$ cat src/rtl/tcdm_bank_pkg.sv
// Shared types and constants for the TCDM bank responder and its response FIFO.
package tcdm_bank_pkg;

  localparam int TCDM_DW = 32;
  localparam int TCDM_IW = 21;

  // HCI encodes a read as wen=1
  localparam logic HCI_WEN_READ = 1'b1;

  typedef struct packed {
    logic [TCDM_DW-1:0] data;
    logic [TCDM_IW-1:0] id;
  } tcdm_rsp_t;

endpackage

$ cat src/rtl/tcdm_rsp_fifo.sv
// Response buffer: RSP_DEPTH-entry FIFO with wrapping pointers and occupancy count.
module tcdm_rsp_fifo #(
  parameter int W     = 53,
  parameter int DEPTH = 2,
  localparam int PW   = (DEPTH > 1) ? $clog2(DEPTH) : 1,
  localparam int OW   = $clog2(DEPTH + 1)
) (
  input  logic          clk_i,
  input  logic          rst_i,
  input  logic          push_i,
  input  logic          pop_i,
  input  logic [W-1:0]  wdata_i,
  output logic [W-1:0]  rdata_o,
  output logic [OW-1:0] occ_o,
  output logic          full_o,
  output logic          empty_o
);

  logic [W-1:0]  mem_q [DEPTH];
  logic [PW-1:0] wptr_q, wptr_d, rptr_q, rptr_d;
  logic [OW-1:0] occ_q, occ_d;

  // Explicit wrap so non-power-of-two depths work
  function automatic logic [PW-1:0] ptr_inc(input logic [PW-1:0] p);
    return (p == PW'(DEPTH - 1)) ? '0 : p + 1'b1;
  endfunction

  always_comb begin
    wptr_d = wptr_q;
    rptr_d = rptr_q;
    occ_d  = occ_q;
    if (push_i) wptr_d = ptr_inc(wptr_q);
    if (pop_i)  rptr_d = ptr_inc(rptr_q);
    if (push_i && !pop_i)      occ_d = occ_q + 1'b1;
    else if (!push_i && pop_i) occ_d = occ_q - 1'b1;
  end

  always_ff @(posedge clk_i) begin
    if (rst_i) begin
      wptr_q <= '0;
      rptr_q <= '0;
      occ_q  <= '0;
    end else begin
      wptr_q <= wptr_d;
      rptr_q <= rptr_d;
      occ_q  <= occ_d;
    end
  end

  always_ff @(posedge clk_i) begin
    if (push_i) mem_q[wptr_q] <= wdata_i;
  end

  assign rdata_o = mem_q[rptr_q];
  assign occ_o   = occ_q;
  assign full_o  = (occ_q == OW'(DEPTH));
  assign empty_o = (occ_q == '0);

endmodule

$ cat src/rtl/tcdm_bank_responder.sv
// HCI memory-side target endpoint for one TCDM bank: drives a 1-cycle SRAM and returns
// in-order responses over r_valid/r_ready, buffering read data under back-pressure.
module tcdm_bank_responder
  import tcdm_bank_pkg::*;
#(
  parameter int DW         = TCDM_DW,
  parameter int AW         = 13,
  parameter int IW         = TCDM_IW,
  parameter int RSP_DEPTH  = 2,
  parameter int WRITE_RESP = 1
) (
  input  logic            clk_i,
  input  logic            rst_i,
  input  logic            req_i,
  output logic            gnt_o,
  input  logic [AW-1:0]   add_i,
  input  logic            wen_i,
  input  logic [DW-1:0]   data_i,
  input  logic [DW/8-1:0] be_i,
  input  logic [IW-1:0]   id_i,
  output logic            r_valid_o,
  input  logic            r_ready_i,
  output logic [DW-1:0]   r_data_o,
  output logic [IW-1:0]   r_id_o,
  output logic            r_opc_o,
  output logic            sram_req_o,
  output logic            sram_we_o,
  output logic [AW-1:0]   sram_addr_o,
  output logic [DW-1:0]   sram_wdata_o,
  output logic [DW/8-1:0] sram_be_o,
  input  logic [DW-1:0]   sram_rdata_i
);

  localparam int OW = $clog2(RSP_DEPTH + 1);
  localparam int CW = OW + 1;

  typedef struct packed {
    logic [DW-1:0] data;
    logic [IW-1:0] id;
  } rsp_t;

  logic          is_read, responding, accept;
  logic [CW-1:0] credit_used;
  logic          v1_q, is_read1_q;
  logic [IW-1:0] id1_q;
  rsp_t          st1_rsp, head_rsp, out_rsp;
  logic          push, pop, full, empty;
  logic [OW-1:0] occ;

  assign is_read    = (wen_i == HCI_WEN_READ);
  assign responding = is_read || (WRITE_RESP != 0);

  // Credits cover buffered entries plus the response still in stage 1, so the
  // SRAM data arriving next cycle always has a slot; r_ready_i stays out of this path.
  assign credit_used = CW'(occ) + CW'(v1_q);
  assign gnt_o  = req_i && !rst_i && (!responding || (credit_used < CW'(RSP_DEPTH)));
  assign accept = gnt_o;

  assign sram_req_o   = accept;
  assign sram_we_o    = !wen_i;
  assign sram_addr_o  = add_i;
  assign sram_wdata_o = data_i;
  assign sram_be_o    = is_read ? '1 : be_i;

  always_ff @(posedge clk_i) begin
    if (rst_i) begin
      v1_q       <= 1'b0;
      is_read1_q <= 1'b0;
      id1_q      <= '0;
    end else begin
      v1_q <= accept && responding;
      if (accept && responding) begin
        is_read1_q <= is_read;
        id1_q      <= id_i;
      end
    end
  end

  assign st1_rsp.data = is_read1_q ? sram_rdata_i : '0;
  assign st1_rsp.id   = id1_q;

  // Bypass only when nothing older is queued; otherwise stage 1 always lands in the FIFO
  assign pop  = !empty && r_ready_i;
  assign push = v1_q && !(empty && r_ready_i);

  tcdm_rsp_fifo #(
    .W     ($bits(rsp_t)),
    .DEPTH (RSP_DEPTH)
  ) u_fifo (
    .clk_i   (clk_i),
    .rst_i   (rst_i),
    .push_i  (push),
    .pop_i   (pop),
    .wdata_i (st1_rsp),
    .rdata_o (head_rsp),
    .occ_o   (occ),
    .full_o  (full),
    .empty_o (empty)
  );

  always_comb begin
    out_rsp = '0;
    if (!empty)    out_rsp = head_rsp;
    else if (v1_q) out_rsp = st1_rsp;
  end

  assign r_valid_o = !empty || v1_q;
  assign r_data_o  = out_rsp.data;
  assign r_id_o    = out_rsp.id;
  assign r_opc_o   = 1'b0;

  always_ff @(posedge clk_i) begin
    if (!rst_i) begin
      assert (!(push && full && !pop));
    end
  end

endmodule

$ cat config.mk
export PLATFORM = sky130hd
export DESIGN_NAME = tcdm_bank_responder
export DESIGN_NICKNAME = d
export VERILOG_FILES = /design/src/rtl/tcdm_bank_pkg.sv /design/src/rtl/tcdm_rsp_fifo.sv /design/src/rtl/tcdm_bank_responder.sv
export SDC_FILE = /design/constraint.sdc
export NUM_CORES = 1
export LEC_CHECK = 0
export ABC_AREA = 1
export BUFFER_PORTS_ARGS = -buffer_cell sky130_fd_sc_hd__buf_2
export CAP_MARGIN = 40
export CORE_UTILIZATION = 54
export DETAILED_ROUTE_END_ITERATION = 12
export HOLD_SLACK_MARGIN = 0.06
export PLACE_DENSITY = 0.85
export SLEW_MARGIN = 10
export SYNTH_ARGS = -nofsm -noshare
export SYNTH_HDL_FRONTEND = slang
export SYNTH_SLANG_ARGS = --single-unit
export TNS_END_PERCENT = 1
$ cat constraint.sdc
create_clock -name clk_i -period 10.3 [get_ports clk_i]
set_clock_uncertainty 0.1 [all_clocks]
set_input_delay 2.06 -clock clk_i [delete_from_list [all_inputs] [get_ports clk_i]]
set_output_delay 2.06 -clock clk_i [all_outputs]
set_load 0.02 [all_outputs]
==> impl_metrics.yaml <==
power:
  power_leakage_uw: 0.00308
  seq_power_share: 0.472
  powerDensity_nw_per_um2: 185
  swShare: 0.235
  p_sw_uw: 308
  pwr-share-clk: 0.417
  p_int_uw: 1000
  total_power_uw: 1310
  comb_power_share: 0.110
  vdd_drop_max_mv: 0.114
cts:
  cts.clk_slew.worst_paths_ns: 0.05
  cts_setup_buffers: 0
  cts.path.max_buffers: 2
  root_buffer: "clkbuf_16"
  hold_buffers: 0
  cts_resized: 0
  clk_latency_ns: 0.41
  ctsHtreeMaxLevel: 4
  clock_sinks: 134
  cts_tree: "done"
  numCtsBuffers: 17
placement:
  port-buffer-count: 122
  post-place-ws_ns: 4.88
  hpwl_um: 8470
  dp_cells: 761
  gp_congestion: 0.775
logic_synthesis:
  synthCells: 572
  synth_fp_nets: 679
  synth-seq-area-share: 0.611
  ys_types: 25
  avgSynthCellArea_um2: 10.7
  yosysTopAreaCellShare: 0.520
  ys_warn_count: 0
  synth_area_leaders: "edfxtp_1 52%, dfxtp_1 9.2%, o22ai_2 6.5%"
  yosysTopAreaCell: "edfxtp_1"
  synthesis.area_um2: 6120
  yosys_register_bits: 134
detailed_routing:
  drc: 0
  drt-met1-wl_um: 5330
  wl_per_cell_um: 16.6
  wl_met3_um: 1030
  wl_um: 13200
  vias: 4336
  wl_met2_um: 6570
  detail-route-antenna-nets: 0
  top_layer_used: "met4"
  dr.first_iter.drc_count: 319
  viasPerCell: 5.47
  firstDrtPassIters: 5
layout:
  nets: 747
  antennaDiodeCount: 0
  layout_commonest_cell: "buf_2"
  drive_gt1_frac: 0.322
  stdcell_count: 793
  utilization: 0.649
  areaGrowthSynthToFinish_pct: 15.8
  mostFrequentLayoutCells: "122 x buf_2, 106 x edfxtp_1, 103 x nor2_1, 53 x o21ai_1, 40 x inv_1"
setup_path:
  cp.depth: 5
  cpPeakStageDelay_ns: 0.41
  timing.rr.end: "u_fifo.mem_q[0][12]"
  cp_top_family: "buffers and inverters"
  crit_path_end: "sram_req_o"
  cp.arrival_ns: 3.27
  setup.worst_path.end_class: "output port"
  setup.worst_path.start: "rst_i"
  r2r_start: "v1_q"
  path_buf_inv: 3
  crit_chain: "buf_2 -> nor2_1 -> nand3_4 -> inv_2 -> buf_2"
  required_ns: 8.14
  reg2reg_depth: 6
  cp_max_fo: 24
  slowest_stage: "inv_2"
  reg2reg_slack_ns: 7.38
  critPathKind: "in2out"
  worstSetupStartpointType: "primary input"
  crit_top_cell: "buf_2"
sta:
  hold_violations: 0
  maxSlewViolCount: 0
  rsz0062_at_grt: "no"
  max-slew-margin-rel: 0.501
  fmax_ghz: 0.184
  fin_setup_tns_ns: 0
  worstMarginPinSlew_ns: 0.747
  period_minus_slack_ns: 5.43
  setup_viol: 0
  fin_ws_ns: 4.87
  fin_crit_sh: 0.527
floorplanning:
  io_pins: 214
  rows: 38
  die_w_um: 108
  die_h_um: 108
  dieArea_um2: 11800
  start_util: 0.560
  core_area_um2: 10900
grt:
  grt_pass1_vias: 4024
  grt_max_degree: 35
  grtUsageTotal: 0.227
  overflow: 0
  grt_pass1_wl_um: 20200
  antenna_found_initial: 0
min_path:
  hold_class: "reg2reg"
job:
  max_cap_viol_count: 0
outcome:
  status: "finished clean"
==> through the flow <==
step	cell area, um2	hold WS (ns)
final	7090	0.378
after global routing	7090	0.409
after CTS	7090	0.386
after detailed placement	6550	0.377
after global placement	6400	0.358
after floorplan	6120	0.349
==> synthesized netlist by cell type <==
library cell and number:
a21oi_2 1, clkbuf_1 10, o22ai_2 32, nor2_1 104, buf_1 3, edfxtp_1 106
o21ai_2 7, nand2_2 3, o21ai_0 38, nand3_1 25, buf_6 2, conb_1 1
inv_2 3, or2_2 4, nand2_1 39, inv_1 41, nor2_2 1, dfxtp_1 28
a21oi_1 2, nand4_1 1, buf_4 53, nand3_4 1, o21ai_1 53, clkbuf_2 1
buf_2 13
==> worst min-delay path by stage <==
stage | cells past startpoint | to | slack (ns) | startpoint
finish | 0 | u_fifo.mem_q[1][10] | 0.38 | id1_q[10]
CTS | 0 | u_fifo.mem_q[0][10] | 0.39 | id1_q[10]
global route | 0 | u_fifo.mem_q[1][6] | 0.41 | id1_q[6]
floorplan | 0 | u_fifo.mem_q[0][0] | 0.35 | id1_q[0]
detailed placement | 0 | u_fifo.mem_q[0][10] | 0.38 | id1_q[10]
global placement | 0 | u_fifo.mem_q[1][12] | 0.36 | id1_q[12]
==> sequential cells by signal (all words and copies together) (netlist names), named ones only <==
signal,count
is_read1_q,1
u_fifo.rptr_q,1
v1_q,1
u_fifo.wptr_q,1
u_fifo.mem_q,106
id1_q,21
u_fifo.occ_o,2
==> cells by family (layout without fill, tap and decap cells) <==
logic type / after synthesis / after routing / share of synthesized area
compound gates: 133 / 133 / 0.153
buf+inv: 126 / 207 / 0.115
flops: 134 / 134 / 0.611
other cells: 1 / 1 / 0.000612
simple gates: 178 / 178 / 0.120
==> power by group through the flow <==
| stage | registers (uW) | clock network (uW) | logic, uW |
|---|---|---|---|
| 3_5_place_dp | 630 | 0 | 145 |
| 3_3_place_gp | 632 | 0 | 130 |
| 2_1_floorplan | 624 | 0 | 124 |
| 5_1_grt | 621 | 575 | 157 |
| 6_report | 619 | 548 | 145 |
| 4_1_cts | 619 | 555 | 146 |
==> metal layers <==
metal,up-vias,track usage
met2,203,0.371
met3,35,0.0530
met4,0,0.0869
met1,2048,0.295
li1,2050,-
met5,-,0
==> worst register-to-register path, delay by kind of cell, from the launching register on <==
| family | cells | cell delay, ns |
|---|---|---|
| compound gates | 1 | 0.36 |
| buf+inv | 4 | 1.12 |
| flops | 1 | 0.38 |
| simple gates | 1 | 0.59 |
==> cell type report <==
type | instances | area (um2)
well taps | 140 | 175
fillers | 862 | 3840
flip-flops and latches | 134 | 3740
multi-input cells | 312 | 1680
clock buffers | 27 | 493
repair buffers | 131 | 783
inverters | 44 | 165
clock inverters | 5 | 48.8
(Power assumes the default switching activity.)
